--- config.mk ---
export PLATFORM = sky130hd
export DESIGN_NAME = sd_otf_converter_flat
export DESIGN_NICKNAME = d
export VERILOG_FILES = /design/src/rtl/sd_otf_converter_if.sv /design/src/rtl/sd_otf_converter.sv /design/src/flat_wrapper.sv
export SDC_FILE = /design/constraint.sdc
export NUM_CORES = 1
export LEC_CHECK = 0
export ABC_AREA = 1
export ABC_CLOCK_PERIOD_IN_PS = 1350
export BUFFER_PORTS_ARGS = -buffer_cell sky130_fd_sc_hd__buf_4
export CORE_ASPECT_RATIO = 0.6
export CORE_MARGIN = 5
export CORE_UTILIZATION = 46
export DETAILED_ROUTE_END_ITERATION = 6
export PLACE_DENSITY = 0.7
export SLEW_MARGIN = 20
export SYNTH_ARGS = -nofsm -noshare
export SYNTH_HDL_FRONTEND = slang
export SYNTH_SLANG_ARGS = --single-unit
--- constraint.sdc ---
create_clock -name clk -period 1.35 [get_ports clk]
set_input_delay 0.2025 -clock clk [delete_from_list [all_inputs] [get_ports clk]]
set_output_delay 0.2025 -clock clk [all_outputs]
set_load 0.01 [all_outputs]
--- src/rtl/sd_otf_converter_if.sv ---
// Digit-stream and result bundle for the on-line to conventional converter.
// result_m exists only when SD_OTF_QM_OUT_EN is defined.
interface sd_otf_converter_if #(
    parameter int N = 16
) ();
    logic         enable;
    logic         start;
    logic [1:0]   digit;
    logic [N:0]   result;
    logic         busy;
    logic         done;
`ifdef SD_OTF_QM_OUT_EN
    logic [N:0]   result_m;
`endif

    modport master (
        output enable, start, digit,
`ifdef SD_OTF_QM_OUT_EN
        input  result_m,
`endif
        input  result, busy, done
    );

    modport slave (
        input  enable, start, digit,
`ifdef SD_OTF_QM_OUT_EN
        output result_m,
`endif
        output result, busy, done
    );
endinterface

--- src/rtl/sd_otf_converter.sv ---
// Radix-2 MSD-first signed-digit stream to two's-complement converter (on-the-fly, no CPA).
// Optional feature macro SD_OTF_QM_OUT_EN exposes the Q-1 register as result_m.
module sd_otf_converter #(
    parameter int N = 16
) (
    input  logic              clk,
    input  logic              reset,
    sd_otf_converter_if.slave bus
);
    localparam int CW = $clog2(N + 1);

    typedef enum logic [1:0] {
        IDLE = 2'd0,
        CONV = 2'd1,
        DONE = 2'd2
    } state_t;

    state_t          state_q;
    logic [CW-1:0]   cnt_q, cnt_d;
    logic [N:0]      q_q, q_d;
    logic [N:0]      qm_q, qm_d;
    logic            busy_q, done_q;
    logic            accept_first, accept_next, accept;
    logic [N:0]      base_q, base_qm;

    function automatic logic [N:0] shl_in(input logic [N:0] v, input logic b);
        return (v << 1) | {{N{1'b0}}, b};
    endfunction

    always_comb begin
        accept_first = bus.enable & bus.start;
        accept_next  = bus.enable & ~bus.start & (state_q == CONV);
        accept       = accept_first | accept_next;
        // A new word restarts from Q = 0, QM = -1 before the first step.
        base_q       = accept_first ? '0 : q_q;
        base_qm      = accept_first ? '1 : qm_q;
        q_d          = q_q;
        qm_d         = qm_q;
        cnt_d        = cnt_q;
        if (accept) begin
            unique case (bus.digit)
                2'b10: begin
                    q_d  = shl_in(base_q, 1'b1);
                    qm_d = shl_in(base_q, 1'b0);
                end
                2'b01: begin
                    q_d  = shl_in(base_qm, 1'b1);
                    qm_d = shl_in(base_qm, 1'b0);
                end
                default: begin
                    q_d  = shl_in(base_q, 1'b0);
                    qm_d = shl_in(base_qm, 1'b1);
                end
            endcase
            cnt_d = accept_first ? CW'(1) : cnt_q + CW'(1);
        end
    end

    always_ff @(posedge clk or posedge reset) begin
        if (reset) begin
            state_q <= IDLE;
            cnt_q   <= '0;
            q_q     <= '0;
            qm_q    <= '1;
            busy_q  <= 1'b0;
            done_q  <= 1'b0;
        end else begin
            q_q   <= q_d;
            qm_q  <= qm_d;
            cnt_q <= cnt_d;
            if (accept) begin
                if (cnt_d == CW'(N)) begin
                    state_q <= DONE;
                    busy_q  <= 1'b0;
                    done_q  <= 1'b1;
                end else begin
                    state_q <= CONV;
                    busy_q  <= 1'b1;
                    done_q  <= 1'b0;
                end
            end else begin
                done_q <= 1'b0;
                if (state_q == DONE) begin
                    state_q <= IDLE;
                end
            end
        end
    end

    assign bus.result = q_q;
    assign bus.busy   = busy_q;
    assign bus.done   = done_q;
`ifdef SD_OTF_QM_OUT_EN
    assign bus.result_m = qm_q;
`endif
endmodule

--- src/flat_wrapper.sv ---
// flat-port wrapper written by rule: the top's interface ports become plain ports
module sd_otf_converter_flat 
#(
    parameter int N = 16
)
  (clk, reset, bus_enable, bus_start, bus_digit, bus_result, bus_busy, bus_done);
  sd_otf_converter_if #(.N(N)) bus_i ();
  input  logic clk;
  input  logic reset;
  input wire logic [$bits(bus_i.enable)-1:0] bus_enable;
  input wire logic [$bits(bus_i.start)-1:0] bus_start;
  input wire logic [$bits(bus_i.digit)-1:0] bus_digit;
  output wire logic [$bits(bus_i.result)-1:0] bus_result;
  output wire logic [$bits(bus_i.busy)-1:0] bus_busy;
  output wire logic [$bits(bus_i.done)-1:0] bus_done;
  assign bus_i.enable = bus_enable;
  assign bus_i.start = bus_start;
  assign bus_i.digit = bus_digit;
  assign bus_result = bus_i.result;
  assign bus_busy = bus_i.busy;
  assign bus_done = bus_i.done;
  sd_otf_converter #(.N(N)) u_core (.clk(clk), .reset(reset), .bus(bus_i));
endmodule
==> reports/qor.yml, run 1 <==
floorplan:
  die_height_um: 63.6
  start_util_pct: 47.7
  die_w_um: 99.3
  design.core.area_um2: 4610
  row_count: 19
  io_pins: 25
  die_area_um2: 6310
logic_synthesis:
  synthCells: 286
  synth_cell_type_count: 25
  synth.largest_area_cell: "dfrtp_1"
  yosysMostFrequentCell: "nand2_1"
  synthAdderAreaFrac_pct: 1.71
  synth_compound_area_share_pct: 18.0
  synth.cell_area_um2: 2200
  synth-xor-area-share_pct: 0
  synth_ff_type: "dfrtp_1"
  yosys_warnings: 0
  synthTopCellsByCount: "nand2_1, nor2_1, inv_1"
  synth.area.top_cells: "dfrtp_1, dfstp_2, nand2_1, o21ai_0, nor2_1"
  ys_ff_latch: 42
  synthArstFlopShare_pct: 100
  yosys.area_share.simple_pct: 22.3
  synth_top_family_by_area: "simple AND/OR/NAND/NOR gates"
  synth_top_area_share_pct: 29.6
  avgSynthCellArea_um2: 7.70
  synthMuxAreaShare_pct: 0
  ys_seq_area_share_pct: 48.7
  syn-num-nets: 295
  synth-edff-count: 0
sta:
  finalHoldViolations: 0
  max_clock_freq_mhz: 698
  rsz0062_at_grt: "true"
  setup_tns_ns: -0.222
  layout_setup_ws_ns: -0.0826
  tightestPinTransition_ns: 0.292
  slew_headroom_pct: 80.6
  min_period_ns: 1.43
  setup_viol: 6
  clock_skew_ns: 0.00357
  fin_crit_sh_pct: 106
  drv_slew: 0
cts:
  cts-root-buf: "clkbuf_8"
  ctsLongestPathBuffers: 2
  cts_num_sinks: 42
  cts_buffers: 5
  cts_max_level: 2
  clock_latency_ns: 0.29
  cts_tree: "done"
  clk_pin_slew_ns: 0.08
critical_path:
  arrival_ns: 1.62
  path_cells: "ha_4, inv_2, nand4_1, nand2_2, nand3_2, nor2_4, nand2_2, nand2_2, nand2_1"
  crit_path_frequent_cell: "nand2_2"
  crit_type: "reg -> reg"
  worst_path_max_delay_cell: "dfrtp_1"
  required_ns: 1.54
  crit_path_start_kind: "flip-flop"
  cp_max_fo: 2
  end_kind: "flip-flop"
  crit_path_max_incr_delay_ns: 0.41
power_and_ir_drop:
  sequentialPowerShare_pct: 42.1
  p_int_w: 0.00291
  peakVddDrop_v: 0.000997
  p_comb_share_pct: 35.5
  power_frac_clock_pct: 22.4
  power.density_nw_per_um2: 1510
  power.leakage_nw: 1.44
  power_switching_w: 0.00147
  swShare_pct: 33.5
placed_design:
  gp_congestion: 0.852
  place.detailed.hpwl_um: 3780
  portBuffers: 24
  placed_cells: 386
routing:
  final_antenna_net_count: 0
  drt_iter0_markers: 211
  vias: 2091
  routedWlPerCell_um: 14.2
  first_pass_iters: 4
  drc: 0
  routed_wl_um: 5700
  viasPerCell: 5.23
finish:
  antenna_cells: 0
  areaGrowthSynthToFinish_pct: 32.1
  finalNetCount: 345
  drive_above_1_share_pct: 32.3
  fin_cells: 400
  final_util_pct: 63.0
status:
  violations: "setup timing"
  status: "complete, but fails checks"
global_route:
  grt_pass1_wl_um: 9790
  grt_pass1_vias: 1997
  grt_antenna_before_repair: 0
  grt_remaining_overflow: 0
  gr-usage-all-layers_pct: 19.4
  grt_max_degree: 43
flow_run:
  cap_violations: 0
worst_hold_path:
  hp-class: "in -> reg"
critical path, delay by kind of cell (launching register included):
kind / cells / cell delay (ns)
DFF: 1 / 0.41
and+or+nand+nor: 7 / 0.61
adders and majority gates: 1 / 0.25
buffers and inverters: 1 / 0.05
power groups by stage:
| stage | logic, W | registers [W] | clock network, W |
|---|---|---|---|
| after floorplan | 0.000708 | 0.00186 | 0 |
| after global placement | 0.00130 | 0.00184 | 0 |
| after detailed placement | 0.00132 | 0.00185 | 0 |
| after CTS | 0.00140 | 0.00183 | 0.000994 |
| after global routing | 0.00174 | 0.00190 | 0.00106 |
| final | 0.00156 | 0.00184 | 0.000980 |
final timing paths:
| check | cells after the start | end | slack [ns] | from |
|---|---|---|---|---|
| worst min register to register | 2 | u_core.qm_q[4] | 0.49 | u_core.qm_q[4] |
| max in group asynchronous | 4 | u_core.qm_q[8] | 0.57 | reset |
| worst max-delay path | 9 | u_core.state_q[0] | -0.08 | u_core.cnt_q[1] |
| worst min-delay path | 5 | u_core.cnt_q[0] | 0.37 | bus_start |
| min in group asynchronous | 4 | u_core.bus.result[1] | 0.51 | reset |
| worst max register to register | 9 | u_core.state_q[0] | -0.08 | u_core.cnt_q[1] |
cell usage in the layout (no fill, tap or decap):
master	Yosys	layout
inv_2	2	5
buf_4	1	49
dlygate4sd3_1	0	1
a22o_1	1	1
clkbuf_1	3	2
nand2_1	64	55
nor3_2	1	1
o22ai_1	9	9
nand2_2	2	10
inv_1	34	31
dfstp_2	16	16
buf_6	0	3
nor3b_2	0	1
dfrtp_1	26	26
o21ai_2	0	1
or2_2	1	1
nand2_4	0	1
nor2_2	0	2
nand3_4	1	1
ha_4	0	1
a31oi_1	8	8
o21ai_0	29	28
nand3_1	9	6
clkbuf_8	0	5
nor2_1	36	30
a21oi_1	24	24
ha_1	3	2
bufinv_16	0	1
nor2_4	0	4
o21bai_1	1	1
nand4_1	2	2
nor3_1	1	1
nand3_2	0	3
buf_12	0	4
o22a_1	1	1
routing by layer:
metal | GRT usage (%) | vias up | wire length (um)
li1 | - | 1026 | -
met1 | 30.4 | 980 | 2740
met2 | 26.2 | 80 | 2440
met3 | 5.18 | 5 | 483
met4 | 4.60 | 0 | 31
met5 | 0 | - | 0
kinds of logic after synthesis:
kind of cell	Yosys count
buf+inv	50
compound gates	73
simple gates	118
fa+ha+maj	3
flops	42
sequential cells by signal (all words and copies together) (netlist names):
name               count
u_core.bus.busy        1
u_core.bus.done        1
u_core.state_q         2
u_core.bus.result     17
u_core.cnt_q           5
u_core.qm_q           16
through the flow:
stage / power (W) / cell area [um^2] / hold slack (ns) / worst slack [ns]
3_5_place_dp: 0.00317 / 2640 / 0.287 / -0.138
5_1_grt: 0.00470 / 2910 / 0.406 / -0.141
3_3_place_gp: 0.00314 / 2640 / 0.285 / -0.148
2_1_floorplan: 0.00257 / 2200 / 0.396 / 0.00356
6_report: 0.00438 / 2910 / 0.372 / -0.0826
4_1_cts: 0.00423 / 2820 / 0.328 / -0.0323
cell type report:
| class | count | area (um^2) |
|---|---|---|
| clock buffer | 7 | 76.3 |
| clock inverter | 1 | 30.0 |
| fill | 421 | 1700 |
| inverter | 36 | 135 |
| multi-input combinational | 194 | 1020 |
| sequential | 42 | 1070 |
| tap | 63 | 78.8 |
| timing repair buffer | 57 | 492 |
timing repair:
action | in CTS | in global routing
hold buffers | 1 | 0
hold endpoints to repair | 26 | 0
pin swaps | 5 | 13
setup buffers | 6 | 0
endpoints found under the setup margin | 29 | 16
gates resized for setup | 9 | 27
(Power assumes the default switching activity.)
==> inputs of run 2 (changes only) <==
- BUFFER_PORTS_ARGS: -buffer_cell sky130_fd_sc_hd__buf_4 -> -buffer_cell sky130_fd_sc_hd__buf_2
- CORE_ASPECT_RATIO: 0.6 -> unset
- CORE_UTILIZATION: 46 -> 52
- PLACE_DENSITY: 0.7 -> 0.77
==> reports/qor.yml, run 2 (synthesized netlist as in run 1, its figures left out) <==
sta:
  setup_tns_ns: -0.201  # was -0.222 ns
  slew_headroom_pct: 82.2  # was 80.6%
  tightestPinTransition_ns: 0.266  # was 0.292 ns
  setup_viol: 4  # was 6
  max_clock_freq_mhz: 699  # was 698 MHz
  fin_crit_sh_pct: 106  # about the same
  layout_setup_ws_ns: -0.0807  # was -0.0826 ns
  finalHoldViolations: 0  # unchanged
  min_period_ns: 1.43  # about the same
  clock_skew_ns: 0.00716  # was 0.00357 ns
  rsz0062_at_grt: "true"  # unchanged
  hold_slack_ns: 0.370  # was 0.372 ns
  drv_slew: 0  # unchanged
global_route:
  grt_remaining_overflow: 0  # unchanged
  gr-usage-all-layers_pct: 20.9  # was 19.4%
  grt_pass1_vias: 2006  # was 1997
  grt_pass1_wl_um: 9090  # was 9790 um
  grt_max_degree: 43  # unchanged
  grt_antenna_before_repair: 0  # unchanged
critical_path:
  required_ns: 1.54  # about the same
  end_kind: "flip-flop"  # unchanged
  crit_type: "reg -> reg"  # unchanged
  cp_max_fo: 6  # was 2
  arrival_ns: 1.62  # about the same
  crit_path_start_kind: "flip-flop"  # unchanged
status:
  violations: "setup timing"  # unchanged
  status: "complete, but fails checks"  # unchanged
floorplan:
  row_count: 23  # was 19
  io_pins: 25  # unchanged
  die_area_um2: 5630  # was 6310 um^2
  start_util_pct: 54.2  # was 47.7%
  die_w_um: 75.1  # was 99.3 um
  die_height_um: 75.1  # was 63.6 um
  design.core.area_um2: 4060  # was 4610 um^2
routing:
  routed_wl_um: 5390  # was 5700 um
  viasPerCell: 5.35  # was 5.23
  vias: 2093  # was 2091
  first_pass_iters: 4  # unchanged
  final_antenna_net_count: 0  # unchanged
  drc: 0  # unchanged
  routedWlPerCell_um: 13.8  # was 14.2 um
  drt_iter0_markers: 197  # was 211
placed_design:
  pre_cts_ws_ns: -0.107  # was -0.138 ns
  gp_congestion: 0.860  # was 0.852
  place.detailed.hpwl_um: 3540  # was 3780 um
  portBuffers: 24  # unchanged
finish:
  final_common_cell: "nand2_1"  # unchanged
  drive_above_1_share_pct: 29.3  # was 32.3%
  finalNetCount: 349  # was 345
  areaGrowthSynthToFinish_pct: 26.1  # was 32.1%
  layout_common_cells: "nand2_1, nor2_1, inv_1"  # was nand2_1, buf_4, inv_1
  antenna_cells: 0  # unchanged
  largest_reg_flops: 17  # unchanged
  fillers: 328  # was 421
flow_run:
  cap_violations: 0  # unchanged
cts:
  cts_tree: "done"  # unchanged
  cts_max_level: 2  # unchanged
  clock_latency_ns: 0.30  # was 0.29 ns
  cts_buffers: 5  # unchanged
  clk_pin_slew_ns: 0.07  # was 0.08 ns
  ctsLongestPathBuffers: 2  # unchanged
  cts-root-buf: "clkbuf_8"  # unchanged
  cts_num_sinks: 42  # unchanged
power_and_ir_drop:
  peakVddDrop_v: 0.000840  # was 0.000997 V
  power.leakage_nw: 1.43  # was 1.44 nW
  power.density_nw_per_um2: 1420  # was 1510 nW/um^2
worst_hold_path:
  hp-class: "in -> reg"  # unchanged
-- run 2: metrics by stage --
stage / instances / util (%) / power, W / area (um^2)
final: 391 / 68.4 / 0.00395 / 2780
after detailed placement: 372 / 62.5 / 0.00303 / 2530
after CTS: 383 / 65.3 / 0.00384 / 2650
after global placement: 372 / 62.5 / 0.00299 / 2530
after global routing: 391 / 68.4 / 0.00424 / 2780
after floorplan: 286 / - / 0.00257 / 2200
-- run 2: where the power goes --
group	total (W)	internal (W)	switching, W
combinational	0.00133	0.000579	0.000754
clock	0.000779	0.000367	0.000411
sequential	0.00184	0.00163	0.000205
total	0.00395	0.00258	0.00137
-- run 2: metal layers --
layer	track usage, %	vias up	part of all wire (%)
met4	6.72	0	1.1
met1	27.4	1001	46
met3	5.61	5	4.6
met2	33.5	49	49
met5	0	-	0
li1	-	1038	-
-- run 2: layout make-up --
cell class | instances | area (um^2) | share of cell area [%]
Multi-Input combinational cell | 194 | 978 | 35.3
Sequential cell | 42 | 1070 | 38.6
Clock buffer | 8 | 80.1 | 2.89
Inverter | 36 | 135 | 4.87
Tap cell | 50 | 62.6 | 2.25
Timing Repair Buffer | 61 | 448 | 16.1
-- run 2: final timing paths --
| path | start | to | slack, ns | cells after the start |
|---|---|---|---|---|
| max in group asynchronous | reset | u_core.qm_q[8] | 0.56 | 4 |
| worst min register to register | u_core.bus.busy | u_core.bus.busy | 0.49 | 2 |
| worst max register to register | u_core.state_q[1] | u_core.state_q[1] | -0.08 | 8 |
| worst max-delay path | u_core.state_q[1] | u_core.state_q[1] | -0.08 | 8 |
| min in group asynchronous | reset | u_core.bus.result[11] | 0.52 | 4 |
| worst min-delay path | bus_enable | u_core.cnt_q[2] | 0.37 | 5 |
-- run 2: critical path, cell delays in order, from the launching register on --
cell	delay [ns]
dfrtp_1	0.40
inv_2	0.09
nand3_4	0.12
buf_4	0.16
nor3b_1	0.22
nor3_2	0.09
buf_4	0.13
nand3_1	0.07
nand2_1	0.05
-- run 2: what timing repair did --
action | 4_1_cts | 5_1_grt
gates resized for setup | 4 | 14
hold endpoints to repair | 26 | 0
buffers inserted | 2 | 7
pin swaps | 5 | 7
cloned | 0 | 1
setup endpoints to repair | 27 | 31
hold buffers | 1 | 0
